--- src/rtl/led_blink_seq.sv ---
// Programmable LED blink sequencer: accepts {on, off, count} commands over a
// valid/ready handshake and drives the LED through the requested on/off cycles.
module led_blink_seq #(
   parameter int unsigned TICK_DIV = 50000,
   parameter int unsigned TW       = 16,
   parameter int unsigned CW       = 8
) (
   input  logic          clk,
   input  logic          reset,
   input  logic          cmd_valid,
   output logic          cmd_ready,
   input  logic [TW-1:0] cmd_on,
   input  logic [TW-1:0] cmd_off,
   input  logic [CW-1:0] cmd_count,
   input  logic          abort,
   output logic          led,
   output logic          busy,
   output logic          done
);

   localparam int unsigned PW = (TICK_DIV > 1) ? $clog2(TICK_DIV) : 1;
   localparam logic [PW-1:0] PRESC_LAST = PW'(TICK_DIV - 1);

   typedef enum logic [1:0] {
      IDLE = 2'd0,
      ON   = 2'd1,
      OFF  = 2'd2
   } state_t;

   state_t        state_q, state_d;
   logic          led_q, led_d;
   logic          busy_q, busy_d;
   logic          done_q, done_d;
   logic [PW-1:0] presc_q, presc_d;
   logic [TW-1:0] phase_q, phase_d;
   logic [TW-1:0] on_q, on_d;
   logic [TW-1:0] off_q, off_d;
   logic [CW-1:0] count_q, count_d;

   logic          accept;
   logic          tick;
   logic          last_tick;
   logic [TW-1:0] cmd_on_eff;
   logic [TW-1:0] cmd_off_eff;

   assign cmd_ready   = (state_q == IDLE) & ~abort;
   assign accept      = cmd_valid & cmd_ready;
   assign tick        = (presc_q == PRESC_LAST);
   assign last_tick   = (phase_q <= TW'(1));

   // Zero-length phases are stretched to one tick so no phase is ever skipped.
   assign cmd_on_eff  = (cmd_on  == '0) ? TW'(1) : cmd_on;
   assign cmd_off_eff = (cmd_off == '0) ? TW'(1) : cmd_off;

   assign led  = led_q;
   assign busy = busy_q;
   assign done = done_q;

   always_comb begin
      state_d = state_q;
      led_d   = led_q;
      busy_d  = busy_q;
      done_d  = 1'b0;
      presc_d = presc_q;
      phase_d = phase_q;
      on_d    = on_q;
      off_d   = off_q;
      count_d = count_q;

      case (state_q)
         IDLE: begin
            if (accept) begin
               on_d    = cmd_on_eff;
               off_d   = cmd_off_eff;
               count_d = cmd_count;
               phase_d = cmd_on_eff;
               presc_d = '0;
               state_d = ON;
               led_d   = 1'b1;
               busy_d  = 1'b1;
            end
         end

         ON, OFF: begin
            if (abort) begin
               state_d = IDLE;
               led_d   = 1'b0;
               busy_d  = 1'b0;
               presc_d = '0;
            end else begin
               presc_d = tick ? '0 : presc_q + PW'(1);
               if (tick && !last_tick) begin
                  phase_d = phase_q - TW'(1);
               end else if (tick && state_q == ON) begin
                  state_d = OFF;
                  led_d   = 1'b0;
                  phase_d = off_q;
               end else if (tick && count_q == CW'(1)) begin
                  state_d = IDLE;
                  led_d   = 1'b0;
                  busy_d  = 1'b0;
                  done_d  = 1'b1;
               end else if (tick) begin
                  // A zero repeat count stays at zero and so never terminates.
                  if (count_q != '0) begin
                     count_d = count_q - CW'(1);
                  end
                  state_d = ON;
                  led_d   = 1'b1;
                  phase_d = on_q;
               end
            end
         end

         default: begin
            state_d = IDLE;
            led_d   = 1'b0;
            busy_d  = 1'b0;
            presc_d = '0;
         end
      endcase
   end

   always_ff @(posedge clk or negedge reset) begin
      if (!reset) begin
         state_q <= IDLE;
         led_q   <= 1'b0;
         busy_q  <= 1'b0;
         done_q  <= 1'b0;
         presc_q <= '0;
         phase_q <= '0;
         on_q    <= '0;
         off_q   <= '0;
         count_q <= '0;
      end else begin
         state_q <= state_d;
         led_q   <= led_d;
         busy_q  <= busy_d;
         done_q  <= done_d;
         presc_q <= presc_d;
         phase_q <= phase_d;
         on_q    <= on_d;
         off_q   <= off_d;
         count_q <= count_d;
      end
   end

endmodule

--- config.mk ---
export PLATFORM = sky130hd
export DESIGN_NAME = led_blink_seq
export DESIGN_NICKNAME = d
export VERILOG_FILES = /design/src/rtl/led_blink_seq.sv
export SDC_FILE = /design/constraint.sdc
export NUM_CORES = 1
export LEC_CHECK = 0
export CORE_ASPECT_RATIO = 0.6
export CORE_UTILIZATION = 50
export CTS_BUF_LIST = sky130_fd_sc_hd__clkbuf_16
export CTS_CLUSTER_DIAMETER = 50
export CTS_CLUSTER_SIZE = 30
export DETAILED_ROUTE_END_ITERATION = 10
export GPL_TIMING_DRIVEN = 1
export PLACE_DENSITY_LB_ADDON = 0.15
export REMOVE_ABC_BUFFERS = 1
export SLEW_MARGIN = 20
export SYNTH_ARGS = -nofsm -noshare
export SYNTH_HDL_FRONTEND = slang
export SYNTH_SLANG_ARGS = --single-unit
--- constraint.sdc ---
create_clock -name clk -period 7.5 [get_ports clk]
set_clock_uncertainty 0.2 [all_clocks]
set_input_delay 1.125 -clock clk [delete_from_list [all_inputs] [get_ports clk]]
set_output_delay 1.125 -clock clk [all_outputs]
set_load 0.005 [all_outputs]
== Word-level counts from Yosys, hierarchy flattened ==
Index checks and enable logic that the tools add are counted.

* $add $sub $neg: 3
* Multipliers: 0
* Div/mod/pow operators: 0
* Order comparisons: 1
* Equality and inequality tests: 17
* Shifts and indexed selects: 0
* Multiplexer cells: 45
* Bitwise operators: 3
* Reduce and logical (&&, ||, !) cells: 15

{| class="wikitable"
|+ Operators with widths
! cell !! number
|-
| 16-bit two-way mux || 11
|-
| 16-bit case mux with 2 select lines || 2
|-
| 8-bit two-way mux || 7
|-
| 16-bit logical NOT || 2
|-
| 16-bit by 1-bit adder with 16-bit output (second input constant) || 1
|-
| 16-bit == test (second input constant) || 1
|-
| 16-bit by 1-bit less-or-equal comparator with 1-bit output (second input constant) || 1
|-
| 8-bit case mux with 2 select lines || 1
|-
| 16-bit by 1-bit subtractor with 16-bit output (second input constant) || 1
|-
| 1-bit two-way mux || 15
|-
| 2-bit != test (second input constant) || 7
|-
| 2-bit two-way mux || 6
|-
| 3-bit != test (second input constant) || 3
|-
| 8-bit by 1-bit == test with 1-bit output (second input constant) || 1
|-
| 4-bit != test (second input constant) || 2
|-
| 8-bit AND reduction || 1
|-
| 8-bit nonzero test || 1
|-
| 8-bit by 1-bit subtractor with 8-bit output (second input constant) || 1
|-
| 5-bit != test (second input constant) || 1
|-
| 5-bit AND reduction || 1
|-
| 1-bit case mux with 2 select lines || 2
|-
| 2-bit case mux with 2 select lines || 1
|-
| 4-bit AND reduction || 1
|-
| 1-bit logical AND || 3
|-
| other kinds (10) || 11
|}

* Bits in registers: 77
* Latch bits: 0
* Memory bits (writable): 0
* Bits in read-only memories: 0
* Input bits: 44
* Output and inout port bits: 4
* Logic and storage cells: 93
* Memories: 0

== Logic depth before layout (Yosys ltp) ==
* Depth after elaboration: 8
* Gate-level depth with buffers: 11
* Mapped depth without buffers: 8

== Worst setup path after synthesis ==
No wires, ideal clock.

* Path kind: input to register
* Start: in abort
* End: reg phase_q[10]
* Setup time: 0.082 ns
* Arrival: 2.540 ns
* Data required time: 7.218 ns
* Setup slack: 4.678 ns
* Stages on the path: 7
* Path buffers: 2
* Cell sequence: nand2b_1 > a211oi_1 > a31o_2 > buf_2 > buf_2 > nor2_1 > a31oi_1

* Cells in the longest elaborated chain, start to end: 5
* Elaborated cells between the ends (all ways): 6
* Classes of those cells: 2 x eq/ne; 3 x bitwise; 1 x reduce/logical

{| class="wikitable"
|+ RTL lines
! what !! line !! RTL
|-
| from (decl) || 15 || <nowiki>input logic abort,</nowiki>
|-
| 1-bit NOT || 46 || <nowiki>assign cmd_ready = (state_q == IDLE) & ~abort;</nowiki>
|-
| 1-bit bitwise AND || 46 ||
|-
| 1-bit bitwise AND || 47 || <nowiki>assign accept = cmd_valid & cmd_ready;</nowiki>
|-
| 2-bit != test (no line) || -- ||
|-
| 5-bit AND reduction (no line) (*) || -- ||
|-
| to (signal assigned) || 141 || <nowiki>phase_q <= phase_d;</nowiki>
|-
| to (decl) || 35 || <nowiki>logic [TW-1:0] phase_q, phase_d;</nowiki>
|}

Every way passes the cells marked *; elsewhere a longest branch is shown, timed or not.
A chain may end at the register's enable or synchronous reset.

== Worst setup path in the final report ==
* Start: reg state_q[0]
* End: reg count_q[3]

* Cells in the longest elaborated chain, start to end: 5
* Elaborated cells between the ends (all ways): 17
* Classes of those cells: 9 x eq/ne; 1 x mux; 2 x bitwise; 5 x reduce/logical

{| class="wikitable"
|+ RTL lines
! what !! line !! RTL
|-
| from (decl) || 30 || <nowiki>state_t state_q, state_d;</nowiki>
|-
| from (signal assigned) || 136 || <nowiki>state_q <= state_d;</nowiki>
|-
| 2-bit logical NOT || 46, 70 ||
|-
| 1-bit bitwise AND || 46 ||
|-
| 1-bit bitwise AND || 47 ||
|-
| 2-bit != test (no line) || -- ||
|-
| 8-bit AND reduction (no line) || -- ||
|-
| to (signal assigned) || 144 || <nowiki>count_q <= count_d;</nowiki>
|-
| to (decl) || 38 || <nowiki>logic [CW-1:0] count_q, count_d;</nowiki>
|}

Parallel ways exist; a longest one is shown, timed or not.

==> run_results.csv <==
group,metric,value,unit
placed_design,dp_hpwl,8.63,mm
drt,via_per_inst,6.35,
logic_synthesis,yosysSeqAreaShare,42.0,%
floorplanning,initial_core_util,52.4,%
logic_synthesis,yosysTopAreaCellShare,42.0,%
finish,final_layout_size_suffix_gt1_share,12.3,%
logic_synthesis,synth_edf_count,0,
drt,drt_iter0_markers,457,
floorplanning,num_rows,26,
clock_tree,clkLatencyLatePin,340,ps
logic_synthesis,syn_avg_cell_area,9.83,sq um
setup_path,crit_family,"simple AND/OR/NAND/NOR gates",
timing,tns,0,ps
clock_tree,h-tree-depth,3,
timing,max_freq,269,MHz
logic_synthesis,synth_ff_type,"dfrtp_1",
setup_path,rr_worst_depth,8,
clock_tree,clockRootBuffer,"clkbuf_16",
setup_path,r2r_slack,3780,ps
logic_synthesis,synth_top_cell_by_area,"dfrtp_1",
drt,first_pass_iters,8,
logic_synthesis,syn_area,4530,sq um
global_routing,grt_usage,27.9,%
timing,worst_pin_slew,998,ps
flow_run,maxCapViolations,0,
drt,drc,8,
power_and_ir_drop,power_leakage,2.14,nW
setup_path,crit_buf_inv,1,
global_routing,grt_pass1_wl,20.0,mm
clock_tree,path_clk_slew,60,ps
setup_path,cp.required,7520,ps
logic_synthesis,synth_cell_types,68,
timing,finalSetupViolCount,0,
drt,wirelength,12.3,mm
timing,finalHoldViolCount,0,
setup_path,crit_chain,"inv_1 -> ha_1 -> nor2b_1 -> o21ai_0 -> or4_4 -> o21ai_4 -> o22ai_1 -> a221o_1",
setup_path,cp.depth,8,
clock_tree,cts_inserted_buffers,9,
logic_synthesis,netlist_instances,461,
power_and_ir_drop,powerDensity,352,nW/um^2
setup_path,crit_path_top_delay_cell,"ha_1",
clock_tree,ctsLongestPathBuffers,2,
floorplanning,die_area,9460,sq um
logic_synthesis,synth_common_cells,"76 x dfrtp_1, 41 x nor2_1, 35 x o21ai_0",
finish,n_antenna_cell,0,
clock_tree,cts_setup_buffers,0,
clock_tree,tritoncts,"done",
setup_path,crit_start,"state_q[0]",
drt,wl_per_cell,19.9,microns
setup_path,r2r_end,"count_q[3]",
setup_path,cp.arrival,3740,ps
setup_path,cp-endpoint,"count_q[3]",
floorplanning,io_pins,48,
drt,ant_nets,0,
floorplanning,fp.dieH,75.7,microns
setup_path,start_kind,"flop",
floorplanning,fp.dieW,125,microns
finish,nNetsFinal,550,
timing,drv_slew,0,
floorplanning,coreArea,8650,sq um
timing,fin_crit_sh,49.6,%
drt,vias,3903,
worst_hold_path,min_path_type,"reg2reg",
status,failed_checks,"design-rule violations",
placed_design,portBuffers,47,
timing,rsz0062_at_grt,"no",
global_routing,antenna_found_initial,0,
setup_path,crit_type,"reg2reg",
setup_path,endpoint_kind,"flop",
timing,slew_headroom,33.2,%
logic_synthesis,async_flop_share,100,%
setup_path,critPathMaxFanout,27,
global_routing,grt_pass1_vias,3766,
logic_synthesis,yosysMostFrequentCell,"dfrtp_1",
placed_design,place.gp.congestion,0.917,
finish,area_growth,16.1,%
clock_tree,holdBufCountCts,0,
clock_tree,ctsResizeCount,0,
logic_synthesis,ys_warn_count,0,
timing,holdWs,293,ps
clock_tree,cts_sinks,76,
setup_path,r2r_start,"state_q[0]",
global_routing,grt_max_degree,77,
global_routing,overflow,0,
timing,post-route-min-period,3720,ps
logic_synthesis,synth_seq_cells,76,
power_and_ir_drop,ir_worst_vdd,0.156,mV
logic_synthesis,synth_area_leaders,"dfrtp_1 42%, mux2_2 7.5%, o21ai_0 3.9%",
setup_path,slowest_delay,930,ps
status,status,"finished with violations",
sequential cells by signal, indices dropped and copies added, names as in the netlist:
register,flops
done,1
phase_q,16
on_q,16
count_q,8
presc_q,16
state_q,2
busy,1
off_q,16
tightest hold or removal path, cell delays in order, from the launching register on:
cell	delay, ps
dfrtp_1	340
nand2_1	50
o21ai_0	70
cell type report:
| cell class | instances | area (sq um) |
|---|---|---|
| Tap cell | 112 | 140 |
| Clock buffer | 9 | 225 |
| Fill cell | 754 | 3390 |
| Multi-Input combinational cell | 344 | 2410 |
| Inverter | 19 | 71.3 |
| Timing Repair Buffer | 48 | 479 |
| Sequential cell | 76 | 1900 |
| Clock inverter | 7 | 27.5 |
per-stage QoR:
stage | worst slack [ps] | util, % | cells | total power [mW] | area (sq um)
detailed placement | 3620 | 57.8 | 599 | 1.46 | 5000
global route | 3510 | 60.8 | 615 | 1.97 | 5260
floorplan | 4490 | - | 439 | 1.22 | 4380
global placement | 3710 | 57.8 | 599 | 1.43 | 5000
CTS | 3800 | 60.7 | 615 | 1.84 | 5250
finish | 3780 | 60.8 | 615 | 1.85 | 5260
cell families after synthesis:
group	after synthesis	share of synthesized area [%]
and+or+nand+nor	160	19.9
AOI/OAI and AO/OA	119	18.2
DFF	76	42.0
buffers and inverters	41	4.83
muxes	35	8.56
xor gates and xnor gates	22	4.25
adders and majority gates	8	2.21
worst min-delay path by stage:
stage,start,to,cells after the start,slack (ps)
floorplan,on_q[7],on_q[7],2,240
global placement,on_q[9],on_q[9],2,270
finish,on_q[9],on_q[9],2,290
CTS,on_q[9],on_q[9],2,290
detailed placement,on_q[7],on_q[7],2,280
global route,on_q[9],on_q[9],2,320
where the power goes:
group	switching [mW]	total (mW)	internal, mW
Combinational	0.409	0.746	0.337
Sequential	0.156	0.728	0.572
Clock	0.162	0.378	0.216
cell usage in the layout, fill, tap and decap left out, types with 12 or more instances in the layout:
cell type | netlist | layout
xor2_1 | 16 | 16
a21oi_1 | 16 | 16
mux2_2 | 30 | 30
nor4_1 | 13 | 13
nor3_1 | 12 | 12
dfrtp_1 | 76 | 76
clkdlybuf4s50_1 | 0 | 46
nor2_1 | 41 | 41
inv_1 | 19 | 22
nand2_1 | 28 | 28
o21ai_0 | 35 | 35
nand3_1 | 18 | 18
routing by layer:
| metal | part of all wire, % | wire length [microns] | GRT usage (%) |
|---|---|---|---|
| met1 | 51 | 6220 | 41.2 |
| met2 | 41 | 4980 | 40.8 |
| met3 | 7.7 | 942 | 6.95 |
| met4 | 0.95 | 117 | 7.59 |
| met5 | 0 | 0 | 0 |
Power figures use the tool's default switching activity.
